**config.mk**
```make
export PLATFORM = sky130hd
export DESIGN_NAME = mem_bus_arbiter_flat
export DESIGN_NICKNAME = d
export VERILOG_FILES = /design/src/rtl/mem_bus_arbiter_if.sv /design/src/rtl/mem_bus_arbiter.sv /design/src/flat_wrapper.sv
export SDC_FILE = /design/constraint.sdc
export NUM_CORES = 1
export LEC_CHECK = 0
export ABC_AREA = 1
export BUFFER_PORTS_ARGS = -buffer_cell sky130_fd_sc_hd__buf_2
export CORE_AREA = 2 2 121 123
export DETAILED_ROUTE_END_ITERATION = 16
export DIE_AREA = 0 0 123 125
export GPL_TIMING_DRIVEN = 0
export PLACE_DENSITY = 0.58
export SLEW_MARGIN = 20
export SYNTH_ARGS = -nofsm -noshare
export SYNTH_HDL_FRONTEND = slang
export SYNTH_SLANG_ARGS = --single-unit
```
**constraint.sdc**
```tcl
create_clock -name clk_i -period 1.3 [get_ports clk_i]
set_input_delay 0.26 -clock clk_i [delete_from_list [all_inputs] [get_ports clk_i]]
set_output_delay 0.26 -clock clk_i [all_outputs]
set_load 0.02 [all_outputs]
```
**src/rtl/mem_bus_arbiter_if.sv**
```systemverilog
// Bus bundle for mem_bus_arbiter: core port, port-1 master and memory side.
// The slave modport is the arbiter's view; master is the surrounding system.
interface mem_bus_arbiter_if #(
  parameter int ADDR_W = 32,
  parameter int DATA_W = 32
);
  logic              core_req_i;
  logic              core_we_i;
  logic [2:0]        core_size_i;
  logic [ADDR_W-1:0] core_addr_i;
  logic [DATA_W-1:0] core_wd_i;
  logic [DATA_W-1:0] core_rd_o;
  logic              core_stall_o;

  logic              m1_req_i;
  logic              m1_we_i;
  logic [2:0]        m1_size_i;
  logic [ADDR_W-1:0] m1_addr_i;
  logic [DATA_W-1:0] m1_wd_i;
  logic              m1_gnt_o;
  logic              m1_rvalid_o;
  logic [DATA_W-1:0] m1_rd_o;

  logic              mem_req_o;
  logic              mem_we_o;
  logic [2:0]        mem_size_o;
  logic [ADDR_W-1:0] mem_addr_o;
  logic [DATA_W-1:0] mem_wd_o;
  logic [DATA_W-1:0] mem_rd_i;

  modport slave (
    input  core_req_i, core_we_i, core_size_i, core_addr_i, core_wd_i,
    output core_rd_o, core_stall_o,
    input  m1_req_i, m1_we_i, m1_size_i, m1_addr_i, m1_wd_i,
    output m1_gnt_o, m1_rvalid_o, m1_rd_o,
    output mem_req_o, mem_we_o, mem_size_o, mem_addr_o, mem_wd_o,
    input  mem_rd_i
  );

  modport master (
    output core_req_i, core_we_i, core_size_i, core_addr_i, core_wd_i,
    input  core_rd_o, core_stall_o,
    output m1_req_i, m1_we_i, m1_size_i, m1_addr_i, m1_wd_i,
    input  m1_gnt_o, m1_rvalid_o, m1_rd_o,
    input  mem_req_o, mem_we_o, mem_size_o, mem_addr_o, mem_wd_o,
    output mem_rd_i
  );
endinterface

```
**src/rtl/mem_bus_arbiter.sv**
```systemverilog
// Two-master arbiter for the single-cycle data memory: one access per cycle,
// round-robin by default, fixed core priority when MEM_ARB_FIXED_PRIO_EN is defined.
module mem_bus_arbiter (
  input  logic             clk_i,
  input  logic             rst_i,
  mem_bus_arbiter_if.slave bus
);
  localparam logic [1:0] IDLE  = 2'd0;
  localparam logic [1:0] RESP0 = 2'd1;
  localparam logic [1:0] RESP1 = 2'd2;

  logic [1:0] state_q, state_d;
  logic       last_q, last_d;
  logic       elig0, elig1, win0, win1;

  always_comb begin
    // The core still holds req during its retire cycle, so it is not eligible in RESP0.
    elig0 = bus.core_req_i && (state_q != RESP0);
    elig1 = bus.m1_req_i;
    win0  = 1'b0;
    win1  = 1'b0;
    if (elig0 && elig1) begin
`ifdef MEM_ARB_FIXED_PRIO_EN
      win0 = 1'b1;
`else
      win0 = last_q;
      win1 = ~last_q;
`endif
    end else begin
      win0 = elig0;
      win1 = elig1;
    end
    win0 = win0 && rst_i;
    win1 = win1 && rst_i;

    state_d = IDLE;
    last_d  = last_q;
    if (win0) begin
      state_d = RESP0;
      last_d  = 1'b0;
    end else if (win1) begin
      state_d = RESP1;
      last_d  = 1'b1;
    end
  end

  // Control state; reset leaves last_q=1 so the core wins the first tie.
  always_ff @(posedge clk_i) begin
    if (!rst_i) begin
      state_q <= IDLE;
      last_q  <= 1'b1;
    end else begin
      state_q <= state_d;
      last_q  <= last_d;
    end
  end

  assign bus.mem_req_o   = win0 || win1;
  assign bus.mem_we_o    = win1 ? bus.m1_we_i   : bus.core_we_i;
  assign bus.mem_size_o  = win1 ? bus.m1_size_i : bus.core_size_i;
  assign bus.mem_addr_o  = win1 ? bus.m1_addr_i : bus.core_addr_i;
  assign bus.mem_wd_o    = win1 ? bus.m1_wd_i   : bus.core_wd_i;

  assign bus.m1_gnt_o    = win1;
  assign bus.m1_rvalid_o = rst_i && (state_q == RESP1);
  assign bus.core_stall_o = bus.core_req_i && (state_q != RESP0);

  assign bus.core_rd_o   = bus.mem_rd_i;
  assign bus.m1_rd_o     = bus.mem_rd_i;
endmodule

```
**src/flat_wrapper.sv**
```systemverilog
// flat-port wrapper written by rule: the top's interface ports become plain ports
module mem_bus_arbiter_flat 
  (clk_i, rst_i, bus_core_req_i, bus_core_we_i, bus_core_size_i, bus_core_addr_i, bus_core_wd_i, bus_core_rd_o, bus_core_stall_o, bus_m1_req_i, bus_m1_we_i, bus_m1_size_i, bus_m1_addr_i, bus_m1_wd_i, bus_m1_gnt_o, bus_m1_rvalid_o, bus_m1_rd_o, bus_mem_req_o, bus_mem_we_o, bus_mem_size_o, bus_mem_addr_o, bus_mem_wd_o, bus_mem_rd_i);
  mem_bus_arbiter_if #(.ADDR_W(32), .DATA_W(32)) bus_i ();
  input  logic clk_i;
  input  logic rst_i;
  input wire logic [$bits(bus_i.core_req_i)-1:0] bus_core_req_i;
  input wire logic [$bits(bus_i.core_we_i)-1:0] bus_core_we_i;
  input wire logic [$bits(bus_i.core_size_i)-1:0] bus_core_size_i;
  input wire logic [$bits(bus_i.core_addr_i)-1:0] bus_core_addr_i;
  input wire logic [$bits(bus_i.core_wd_i)-1:0] bus_core_wd_i;
  output wire logic [$bits(bus_i.core_rd_o)-1:0] bus_core_rd_o;
  output wire logic [$bits(bus_i.core_stall_o)-1:0] bus_core_stall_o;
  input wire logic [$bits(bus_i.m1_req_i)-1:0] bus_m1_req_i;
  input wire logic [$bits(bus_i.m1_we_i)-1:0] bus_m1_we_i;
  input wire logic [$bits(bus_i.m1_size_i)-1:0] bus_m1_size_i;
  input wire logic [$bits(bus_i.m1_addr_i)-1:0] bus_m1_addr_i;
  input wire logic [$bits(bus_i.m1_wd_i)-1:0] bus_m1_wd_i;
  output wire logic [$bits(bus_i.m1_gnt_o)-1:0] bus_m1_gnt_o;
  output wire logic [$bits(bus_i.m1_rvalid_o)-1:0] bus_m1_rvalid_o;
  output wire logic [$bits(bus_i.m1_rd_o)-1:0] bus_m1_rd_o;
  output wire logic [$bits(bus_i.mem_req_o)-1:0] bus_mem_req_o;
  output wire logic [$bits(bus_i.mem_we_o)-1:0] bus_mem_we_o;
  output wire logic [$bits(bus_i.mem_size_o)-1:0] bus_mem_size_o;
  output wire logic [$bits(bus_i.mem_addr_o)-1:0] bus_mem_addr_o;
  output wire logic [$bits(bus_i.mem_wd_o)-1:0] bus_mem_wd_o;
  input wire logic [$bits(bus_i.mem_rd_i)-1:0] bus_mem_rd_i;
  assign bus_i.core_req_i = bus_core_req_i;
  assign bus_i.core_we_i = bus_core_we_i;
  assign bus_i.core_size_i = bus_core_size_i;
  assign bus_i.core_addr_i = bus_core_addr_i;
  assign bus_i.core_wd_i = bus_core_wd_i;
  assign bus_core_rd_o = bus_i.core_rd_o;
  assign bus_core_stall_o = bus_i.core_stall_o;
  assign bus_i.m1_req_i = bus_m1_req_i;
  assign bus_i.m1_we_i = bus_m1_we_i;
  assign bus_i.m1_size_i = bus_m1_size_i;
  assign bus_i.m1_addr_i = bus_m1_addr_i;
  assign bus_i.m1_wd_i = bus_m1_wd_i;
  assign bus_m1_gnt_o = bus_i.m1_gnt_o;
  assign bus_m1_rvalid_o = bus_i.m1_rvalid_o;
  assign bus_m1_rd_o = bus_i.m1_rd_o;
  assign bus_mem_req_o = bus_i.mem_req_o;
  assign bus_mem_we_o = bus_i.mem_we_o;
  assign bus_mem_size_o = bus_i.mem_size_o;
  assign bus_mem_addr_o = bus_i.mem_addr_o;
  assign bus_mem_wd_o = bus_i.mem_wd_o;
  assign bus_i.mem_rd_i = bus_mem_rd_i;
  mem_bus_arbiter u_core (.clk_i(clk_i), .rst_i(rst_i), .bus(bus_i));
endmodule
```
==> qor.yml <==
drt:
  dr.pass1.iters: 4
  ant_nets: 0
  post_drt_wl_per_cell_um: 12.0
  totalWireLength_um: 9470
  vias: 2979
  drc_errors: 0
  via_per_inst: 3.77
  drt_iter0_markers: 35
floorplan:
  start_util_pct: 16.6
  die-area_um2: 15400
  die_y_um: 125
  core_um2: 14200
  io_pins: 308
  die_x_um: 123
  num_rows: 44
sta:
  maxSlewHeadroom_pct: 86.6
  fin_ws_ps: -435
  setup_viol: 70
  period_share_pct: 133
  grt_setup_unrepaired: "yes"
  final_max_slew_viol_count: 0
  whs_ps: 377
  tightest_slew_ps: 201
  finalHoldViolations: 0
  skew_ps: 0.0670
  timing.fmax_mhz: 576
  period_needed_ps: 1740
min_path:
  holdPathEnd: "u_core.state_q[0]"
  holdPathStages: 3
  hold_class: "input pin to flip-flop"
  hold_start: "bus_core_req_i"
critical_path:
  worstReg2RegEnd: "u_core.state_q[1]"
  rr_startpoint: "u_core.state_q[1]"
  rrSetupSlack_ps: 190
  arrival_ps: 1480
  cp_data_required_time_ps: 1040
  path_class: "flip-flop to primary output"
  cp-end-kind: "primary output"
  crit_chain: "inv_2, nand2_4, nand3_4, buf_6, buf_12, clkbuf_16, nand3_4, nand2_2, buf_6"
  reg2regPathDepth: 7
  crit_path_max_fanout: 6
  start_kind: "flip-flop"
  crit_path_max_incr_delay_ps: 320
  worst_path_max_delay_cell: "dfxtp_2"
  crit_family: "buffers and inverters"
  path_buf_inv: 5
yosys:
  yosysMostFrequentCell: "buf_4"
  synth_nets: 482
  synth_cell_type_count: 19
  syn_avg_cell_area_um2: 7.62
  yosysTopAreaCell: "nand2_4"
  async_flop_share_pct: 0
  netlist_area_um2: 2360
  yosysWarnings: 0
  syn_inst: 310
  ys_ff_latch: 3
  synth_edf_count: 0
  ys_top_cells_by_count: "buf_4 (64), nand2_4 (51), nand2_2 (50)"
  synthFlopType: "dfxtp_1"
  synth_area_leaders: "nand2_4 (24%), buf_4 (20%), nand2_2 (13%), nand3_1 (10%), nand3_2 (8.5%)"
  yosysSeqAreaShare_pct: 2.54
  synth_top_area_share_pct: 24.3
place:
  place.gp.congestion: 0.737
  dp_slack_ps: -266
  hpwl_um: 6930
  io_buffer_count: 275
final_layout:
  layout.nets: 780
  area_delta_synth_final_pct: 110
  antenna_cells: 0
  layout-drive-gt1-share_pct: 88.3
clock_network:
  cts_max_level: 1
  clockRootBuffer: "clkbuf_16"
  cts_sinks: 3
  cts_tree: "yes"
  clk_latency_ps: 220
  clockBufferDepth: 2
  cts_buffers: 3
  clk_pin_slew_ps: 30
run_status:
  violations: "setup timing"
  status: "finished with violations"
global_route:
  overflow: 0
  grt_max_degree: 11
  antenna_found_initial: 0
  grt_pass1_wl_um: 12400
  grt_pass1_vias: 2777
  track_usage_pct: 9.88
power:
  design_power_total_w: 0.00285
  p_per_area_nw_per_um2: 574
  ir_drop_mv: 0.408
  leakagePower_nw: 2.72
flow_run:
  maxCapViolCount: 0
cells by family (layout without fill, tap and decap cells):
kind of cell | count (synthesis) | count (layout) | share of synthesized area (%)
simple gates | 214 | 214 | 64.6
buf+inv | 91 | 388 | 32.3
compound gates | 2 | 2 | 0.529
flops | 3 | 3 | 2.54
cells in the final DEF, fill, tap and decap left out:
cell / count
buf_12: 10
buf_16: 3
buf_2: 209
buf_4: 75
buf_6: 71
buf_8: 3
clkbuf_1: 1
clkbuf_16: 10
dfxtp_1: 1
dfxtp_2: 2
inv_1: 1
inv_2: 3
inv_4: 2
nand2_1: 23
nand2_2: 66
nand2_4: 53
nand2_8: 1
nand3_1: 42
nand3_2: 23
nand3_4: 4
nor2_1: 2
o21ai_4: 1
o21bai_1: 1
metal layers:
layer | share of wire (%) | track usage (%) | vias to the layer above
li1 | - | - | 1515
met1 | 35 | 9.93 | 1296
met2 | 56 | 20.9 | 158
met3 | 8.0 | 1.41 | 10
met4 | 0.92 | 1.47 | 0
met5 | 0 | 0 | -
final cells by class:
cell class	count	area, um2
multi-input combinational	216	1660
fill	1485	9240
buffer	84	764
tap	184	230
inverter	6	27.5
sequential	3	62.6
timing repair buffer	294	2150
clock buffer	4	78.8
worst max-delay path by stage:
stage,from,end,slack (ps),cells after the start
floorplan,u_core.state_q[0],bus_mem_addr_o[13],30,6
global placement,u_core.state_q[1],bus_mem_wd_o[2],-270,8
detailed placement,u_core.state_q[1],bus_mem_wd_o[1],-270,8
CTS,u_core.state_q[1],bus_mem_addr_o[0],-460,9
global route,u_core.state_q[1],bus_mem_addr_o[26],-520,9
finish,u_core.state_q[1],bus_mem_addr_o[26],-440,9
worst reg2reg max path: cells and delay by family (launching register included):
family | cells | cell delay, ps
buffers and inverters | 4 | 390
AND/OR/NAND/NOR | 3 | 300
flip-flops | 1 | 320
sequential cells by signal, indices dropped and copies added, names as in the netlist:
name and count:
u_core.state_q 2, u_core.last_q 1
report_power, final:
part | total [W] | switching [W] | internal (W)
logic | 0.00225 | 0.00112 | 0.00114
registers | 0.000106 | 0.00000580 | 0.000100
clock network | 0.000493 | 0.0000882 | 0.000405
total | 0.00285 | 0.00121 | 0.00164
through the flow:
step,cell area [um2],util [%],TNS [ps],cells
4_1_cts,4480,31.5,-28050,783
3_5_place_dp,3970,28.0,-15280,769
2_1_floorplan,2360,-,0,310
6_report,4970,35.0,-25610,791
3_3_place_gp,3970,28.0,-15980,769
5_1_grt,4970,35.0,-32140,791
repair_timing:
item,4_1_cts,5_1_grt
pin swaps,5,13
buffers inserted,9,1
hold buffers,0,0
cloned,2,7
gates resized for setup,93,92
endpoints found under the setup margin,70,71
Power figures use the tool's default switching activity.
